===== src/rtl/fadd_pkg.sv =====
// Shared constants and the per-stage record for the f-add alignment shifter.
package fadd_pkg;

  localparam int MANT_W  = 11;
  localparam int SHAMT_W = 5;
  localparam int WORD_W  = MANT_W + 2;

  // One pipeline slot: valid, working word {mant, g, r}, sticky, shift amount.
  typedef struct packed {
    logic               valid;
    logic [WORD_W-1:0]  w;
    logic               s;
    logic [SHAMT_W-1:0] diff;
  } stage_t;

  function automatic logic [WORD_W-1:0] load_word(input logic [MANT_W-1:0] m);
    return {m, 2'b00};
  endfunction

endpackage


===== src/rtl/barrel_shift_r_stage.sv =====
// One registered layer of the right barrel shifter: conditional shift by SHIFT,
// sticky accumulation of the dropped bits, and a valid/ready slot.
module barrel_shift_r_stage #(
  parameter int SHIFT   = 1,
  parameter int MANT_W  = 11,
  parameter int SHAMT_W = 5
) (
  input  logic               clk,
  input  logic               rst,
  input  logic               up_valid_i,
  output logic               up_ready_o,
  input  logic [MANT_W+1:0]  up_w_i,
  input  logic               up_s_i,
  input  logic [SHAMT_W-1:0] up_diff_i,
  output logic               dn_valid_o,
  input  logic               dn_ready_i,
  output logic [MANT_W+1:0]  dn_w_o,
  output logic               dn_s_o,
  output logic [SHAMT_W-1:0] dn_diff_o
);

  localparam int WORD_W = MANT_W + 2;
  localparam int BIT    = $clog2(SHIFT);

  logic               valid_q;
  logic [WORD_W-1:0]  w_q;
  logic [WORD_W-1:0]  w_d;
  logic [WORD_W-1:0]  w_shifted;
  logic               s_q;
  logic               s_d;
  logic               lost;
  logic [SHAMT_W-1:0] diff_q;
  logic               advance;

  // A shift at least as wide as the word flushes everything into sticky.
  generate
    if (SHIFT >= WORD_W) begin : g_flush
      assign w_shifted = '0;
      assign lost      = |up_w_i;
    end else begin : g_shift
      assign w_shifted = up_w_i >> SHIFT;
      assign lost      = |up_w_i[SHIFT-1:0];
    end
  endgenerate

  always_comb begin
    w_d = up_w_i;
    s_d = up_s_i;
    if (up_diff_i[BIT]) begin
      w_d = w_shifted;
      s_d = up_s_i | lost;
    end
  end

  assign advance = !valid_q || dn_ready_i;

  always_ff @(posedge clk) begin
    if (rst) begin
      valid_q <= 1'b0;
      w_q     <= '0;
      s_q     <= 1'b0;
      diff_q  <= '0;
    end else if (advance) begin
      valid_q <= up_valid_i;
      // Data only moves when a real operand arrives, so idle bubbles do not toggle it.
      if (up_valid_i) begin
        w_q    <= w_d;
        s_q    <= s_d;
        diff_q <= up_diff_i;
      end
    end
  end

  assign up_ready_o = advance;
  assign dn_valid_o = valid_q;
  assign dn_w_o     = w_q;
  assign dn_s_o     = s_q;
  assign dn_diff_o  = diff_q;

endmodule


===== src/rtl/barrel_shifter_r_pipe.sv =====
// Pipelined right barrel shifter aligning the smaller-exponent mantissa for f-add,
// producing guard, round and sticky bits; one stage per shift-amount bit.
module barrel_shifter_r_pipe
  import fadd_pkg::*;
(
  input  logic               clk,
  input  logic               rst,
  input  logic               in_valid,
  output logic               in_ready,
  input  logic [SHAMT_W-1:0] diff,
  input  logic [MANT_W-1:0]  mant,
  output logic               out_valid,
  input  logic               out_ready,
  output logic [MANT_W-1:0]  shifted_num,
  output logic               guard,
  output logic               round_bit,
  output logic               sticky
);

  stage_t             head;
  logic               v_a    [0:SHAMT_W];
  logic [WORD_W-1:0]  w_a    [0:SHAMT_W];
  logic               s_a    [0:SHAMT_W];
  logic [SHAMT_W-1:0] diff_a [0:SHAMT_W];
  logic               rdy    [0:SHAMT_W];
  logic               unused_diff;

  assign head = '{valid: in_valid, w: load_word(mant), s: 1'b0, diff: diff};

  assign v_a[0]    = head.valid;
  assign w_a[0]    = head.w;
  assign s_a[0]    = head.s;
  assign diff_a[0] = head.diff;

  assign rdy[SHAMT_W] = out_ready;
  assign in_ready     = rdy[0];

  // Stage gi shifts by 2^gi when diff[gi] is set; ready ripples back from the output.
  genvar gi;
  generate
    for (gi = 0; gi < SHAMT_W; gi++) begin : g_stage
      barrel_shift_r_stage #(
        .SHIFT   (1 << gi),
        .MANT_W  (MANT_W),
        .SHAMT_W (SHAMT_W)
      ) u_stage (
        .clk        (clk),
        .rst        (rst),
        .up_valid_i (v_a[gi]),
        .up_ready_o (rdy[gi]),
        .up_w_i     (w_a[gi]),
        .up_s_i     (s_a[gi]),
        .up_diff_i  (diff_a[gi]),
        .dn_valid_o (v_a[gi+1]),
        .dn_ready_i (rdy[gi+1]),
        .dn_w_o     (w_a[gi+1]),
        .dn_s_o     (s_a[gi+1]),
        .dn_diff_o  (diff_a[gi+1])
      );
    end
  endgenerate

  assign out_valid   = v_a[SHAMT_W];
  assign shifted_num = w_a[SHAMT_W][WORD_W-1:2];
  assign guard       = w_a[SHAMT_W][1];
  assign round_bit   = w_a[SHAMT_W][0];
  assign sticky      = s_a[SHAMT_W];

  // The shift amount has been fully consumed once it leaves the last stage.
  assign unused_diff = ^diff_a[SHAMT_W];

endmodule


===== config.mk =====
export PLATFORM = sky130hd
export DESIGN_NAME = barrel_shifter_r_pipe
export DESIGN_NICKNAME = d
export VERILOG_FILES = /design/src/rtl/fadd_pkg.sv /design/src/rtl/barrel_shift_r_stage.sv /design/src/rtl/barrel_shifter_r_pipe.sv
export SDC_FILE = /design/constraint.sdc
export NUM_CORES = 1
export LEC_CHECK = 0
export ABC_AREA = 1
export CAP_MARGIN = 20
export CORE_MARGIN = 2
export CORE_UTILIZATION = 50
export CTS_BUF_LIST = sky130_fd_sc_hd__clkbuf_4
export CTS_CLUSTER_SIZE = 24
export DETAILED_ROUTE_END_ITERATION = 10
export PLACE_DENSITY_LB_ADDON = 0.12
export SLEW_MARGIN = 0
export SYNTH_ARGS = -nofsm -noshare
export SYNTH_HDL_FRONTEND = slang
export SYNTH_HIERARCHICAL = 1
export SYNTH_SLANG_ARGS = --single-unit

===== constraint.sdc =====
create_clock -name clk -period 1.9 [get_ports clk]
set_input_delay 0.38 -clock clk [delete_from_list [all_inputs] [get_ports clk]]
set_output_delay 0.38 -clock clk [all_outputs]
set_load 0.03 [all_outputs]

# Word level (Yosys, flattened, before mapping)
# Cells that the tools add are included.
# word_totals
inputBits,20
output_inout_bits,16
regBits,94
# classes
bitwise_logic,3
mux,9
reduce_logical,19
# ops
operator,n
$mux 13,5
$reduce_or 13->1,1
$reduce_and 2->1,5
$reduce_or 8->1,1
$logic_not 1->1,5
$logic_or 1x1->1,5
$mux 1,4
$reduce_or 4->1,1
$or 1x1->1,3
$reduce_or 2->1,1

# Longest topological paths before layout
# logic_depth
word_depth,7
mapped_depth,15

# Modules after synthesis
# Netlist, hierarchy kept.
# by_module_without_submodules
mod,area_per_inst_um2,n_inst,seq_area_each_um2,cells_per_inst
barrel_shift_r_stage (g_stage[0].u_stage),1003.5,1,400.4,167
barrel_shift_r_stage (g_stage[1].u_stage),964.7,1,400.4,152
barrel_shift_r_stage (g_stage[2].u_stage),902.1,1,400.4,135
barrel_shift_r_stage (g_stage[4].u_stage),863.3,1,400.4,105
barrel_shift_r_stage (g_stage[3].u_stage),818.3,1,400.4,111
barrel_shifter_r_pipe,3.8,1,0.0,1

# Worst setup path after synthesis
# OpenSTA, ideal clock, no wires.
# synth_timing
kind,reg-to-reg
start,register g_stage[4].u_stage.valid_q
end,register g_stage[0].u_stage.w_q[0]
path_slack_ns,0.079
path_stages_with_launch,15
synth_period_minus_slack_ns,1.821
arrival_ns,1.708
setup_ns,0.113
path_cell_list,dfxtp_1 -> nand2_4 -> inv_1 -> nand2_2 -> inv_2 -> nand2_2 -> inv_1 -> nand2_4 -> inv_2 -> nand2_4 -> nand2_4 -> buf_6 -> nand2_1 -> nand2_1 -> nor2_1
# synth_lines
item,line,rtl
start: declaration,barrel_shift_r_stage.sv:25,logic valid_q;
start signal: assignment,barrel_shift_r_stage.sv:64,valid_q <= up_valid_i;
end signal: assignment,barrel_shift_r_stage.sv:67,w_q <= w_d;
end: declaration,barrel_shift_r_stage.sv:26,logic [WORD_W-1:0] w_q;

# Worst setup path after layout
# layout_timing
start,register g_stage[4].u_stage.w_q[1]
end,output guard
# layout_lines
item,line,rtl
start: declaration,barrel_shift_r_stage.sv:26,
start signal: assignment,barrel_shift_r_stage.sv:67,
end: declaration,barrel_shifter_r_pipe.sv:15,"output logic guard,"
# No word-level cell between the ends.

==> implementation parameters <==
Parameter                              Value

Critical path
  Launching element type of the critical path    flip-flop
  Slowest library cell on the worst path    sky130_fd_sc_hd__clkdlybuf4s50_1
  Required time worst endpoint    roughly 1.5 ns
  Crit Path Max Fanout    2
  Category of cells accounting for the largest share of critical-path delay    buffers and inverters
  Sort of element at the end of the critical path    output pin
  R2R cell count    14
  Critical Path AT    between 1 and 1.5 ns
  Classification of the worst setup path    reg2out
  Stage delay of the slowest cell on the critical path    0.69 ns
  Worst R2R End    g_stage[0].u_stage/dn_w_o[7]
  Ordered cell list for the critical path    clkdlybuf4s50_1
  Worst Path Buf+Inv    1
  Flop-to-flop setup slack    about 0.36 ns
  Launching point of the worst reg2reg path    g_stage[4].u_stage/dn_valid_o

Detailed routing
  Top layer reached by signal wires    met4
  Met1 layer wirelength in the final routing    between 4000 and 5000 µm
  Number of design-rule violations left by the first detailed-router iteration    roughly 110
  DRC errors left    0
  First drt pass iteration count    4
  Per-cell routed wire length    between 10 and 15 µm
  Routed met2 length    between 3000 and 4000 µm
  Final Routed Wirelength    about 8000 µm
  Per-cell via count in the routed design    4.54
  Number of nets with antenna violations after detailed routing    0
  Routed vias    3438
  Sum of met3 wire segment lengths after detailed routing    188 µm

Finish
  Antenna diode instance count    0
  Post-route non-filler standard cell count    approximately 760
  Ratio of cells with drive above 1 in the final layout    between 10% and 20%
  Most used cells in the layout excluding fill and tap cells    sky130_fd_sc_hd__nand2_1 (205), sky130_fd_sc_hd__nor2_1 (104), sky130_fd_sc_hd__dfxtp_1 (84)
  Multi-input logic area    around 1900 µm²
  Layout Area Growth over Synthesis    15.0%
  Layout net count    ~670
  # fillers    770
  Util after Layout    around three fifths
  Layout Cell Area excl Fill    approximately 4700 µm²
  Most common library cell in the layout ignoring fill and taps    sky130_fd_sc_hd__nand2_1
  Register area    about 1700 µm²

Min path
  End point of the most critical hold path    g_stage[4].u_stage/dn_w_o[11]
  Hold path start    rst
  Worst Hold Path Cells    2
  Worst hold path type    in2reg

Die
  FP Rows    32
  Die Outline Area    8860 µm²
  Starting utilization of the core area    between 50% and 60%
  Die Y    roughly 94 µm
  Number of top-level design ports    36
  Die extent in x    about 94 µm
  Area inside the core boundary    about 8000 µm²

Timing
  Period utilization    97.7%
  Min cycle time layout    1.86 ns
  Final-report hold violation count    0
  Min setup slack post-route    about 0.043 ns
  Highest Clock Rate    539 MHz
  Setup repair after global routing missed its margin    yes
  Tightest slew margin relative to the limit    between 60 and 70%
  Final total negative setup slack    0 ns
  Clock Skews    0.0231 ns
  Slew at the pin with the worst max-slew slack    about 0.50 ns
  Setup Viol. Count Final    0
  Post-route worst hold slack    approximately 0.19 ns
  Slew Viols, Final    0

Logic synthesis
  Synthesized instance count    610
  Count of warnings emitted by yosys    6
  Synth Area per Inst    6.66 µm²
  Netlist Area Pre-Place    just over 4000 µm²

Global routing
  Overall track demand over capacity in global routing    roughly 19%
  Maximum number of pins on one net before global-route repair    31
  Via count of the first global-routing pass    about 3.2k
  First-pass GRT wire length    13800 µm
  Grt ovf    0
  Number of antenna violations at the first check in global routing    0

Place
  Placed cell count    ~740
  Worst setup slack before clock tree synthesis    -0.149 ns
  DP Area    approximately 4500 µm²
  Routability congestion estimate    slightly above 0.8
  Post-DP HPWL    between 5000 and 6000 µm
  Number of port buffers    35

Clocking
  Maximum root-to-sink buffer count    2
  H-tree Lvls    3
  Clock transition at the register clock pins on the worst setup and hold paths after CTS    between 0.1 and 0.15 ns
  TritonCTS clock tree    yes
  Hold buffer count at CTS    0
  Clock sink count    85
  Root Driver    sky130_fd_sc_hd__clkbuf_4
  Number of buffers added by the clock tree synthesis step    9
  Latest clock arrival within the worst-skew pair    around 0.42 ns

Power
  Lkg Pwr    2.17 nW
  Power after layout    about 3.3 mW
  Peak supply drop    ~0.36 mV
  Power density over cell area    between 700 and 800 nW/µm²

Job
  Max Cap Viol    0

Run status
  Run status    complete, no violations
==> registers in the layout (all words and copies together), names as in the netlist <==
signal,flops
g_stage.u_stage/dn_diff_o,10
g_stage.u_stage/dn_s_o,5
g_stage.u_stage/dn_w_o,65
g_stage.u_stage/dn_valid_o,5
==> worst max path at each step <==
stage / start / end / slack (ns) / cells after the start
3_5_place_dp: out_ready / g_stage[1].u_stage/dn_diff_o[4] / -0.15 / 14
4_1_cts: g_stage[4].u_stage/dn_valid_o / in_ready / 0.003 / 10
6_report: g_stage[4].u_stage/dn_w_o[1] / guard / 0.04 / 1
3_3_place_gp: out_ready / g_stage[1].u_stage/dn_diff_o[2] / -0.11 / 14
5_1_grt: g_stage[4].u_stage/dn_valid_o / in_ready / -0.04 / 10
2_1_floorplan: g_stage[4].u_stage/dn_valid_o / g_stage[0].u_stage/dn_w_o[0] / 0.09 / 14
==> cell type report <==
cell class / count / share of cell area, %
multi-input combinational: 427 / 40.4
sequential: 85 / 36.4
timing repair buffer: 54 / 11.2
inverter: 74 / 6.11
tap: 102 / 2.73
clock inverter: 7 / 1.71
clock buffer: 9 / 1.45
==> timing repair <==
| item | CTS | global route |
|---|---|---|
| buffers inserted | 1 | 2 |
| endpoints found under the setup margin | 2 | 5 |
| gates cloned | 0 | 0 |
| resized for setup | 6 | 5 |
| pin swaps | 0 | 1 |
==> power by group <==
part | switching, mW | internal, mW | leakage (nW)
Clock | 0.663 | 0.420 | 0.0788
Combinational | 0.214 | 0.146 | 1.40
Sequential | 0.0578 | 1.85 | 0.694
Total | 0.935 | 2.41 | 2.17
==> layer usage <==
| layer | up-vias | track usage (%) |
|---|---|---|
| met5 | - | 0 |
| met4 | 0 | 6.16 |
| met3 | 9 | 2.89 |
| met2 | 38 | 33.2 |
| met1 | 1471 | 25.3 |
| li1 | 1920 | - |
(Power assumes the default switching activity.)
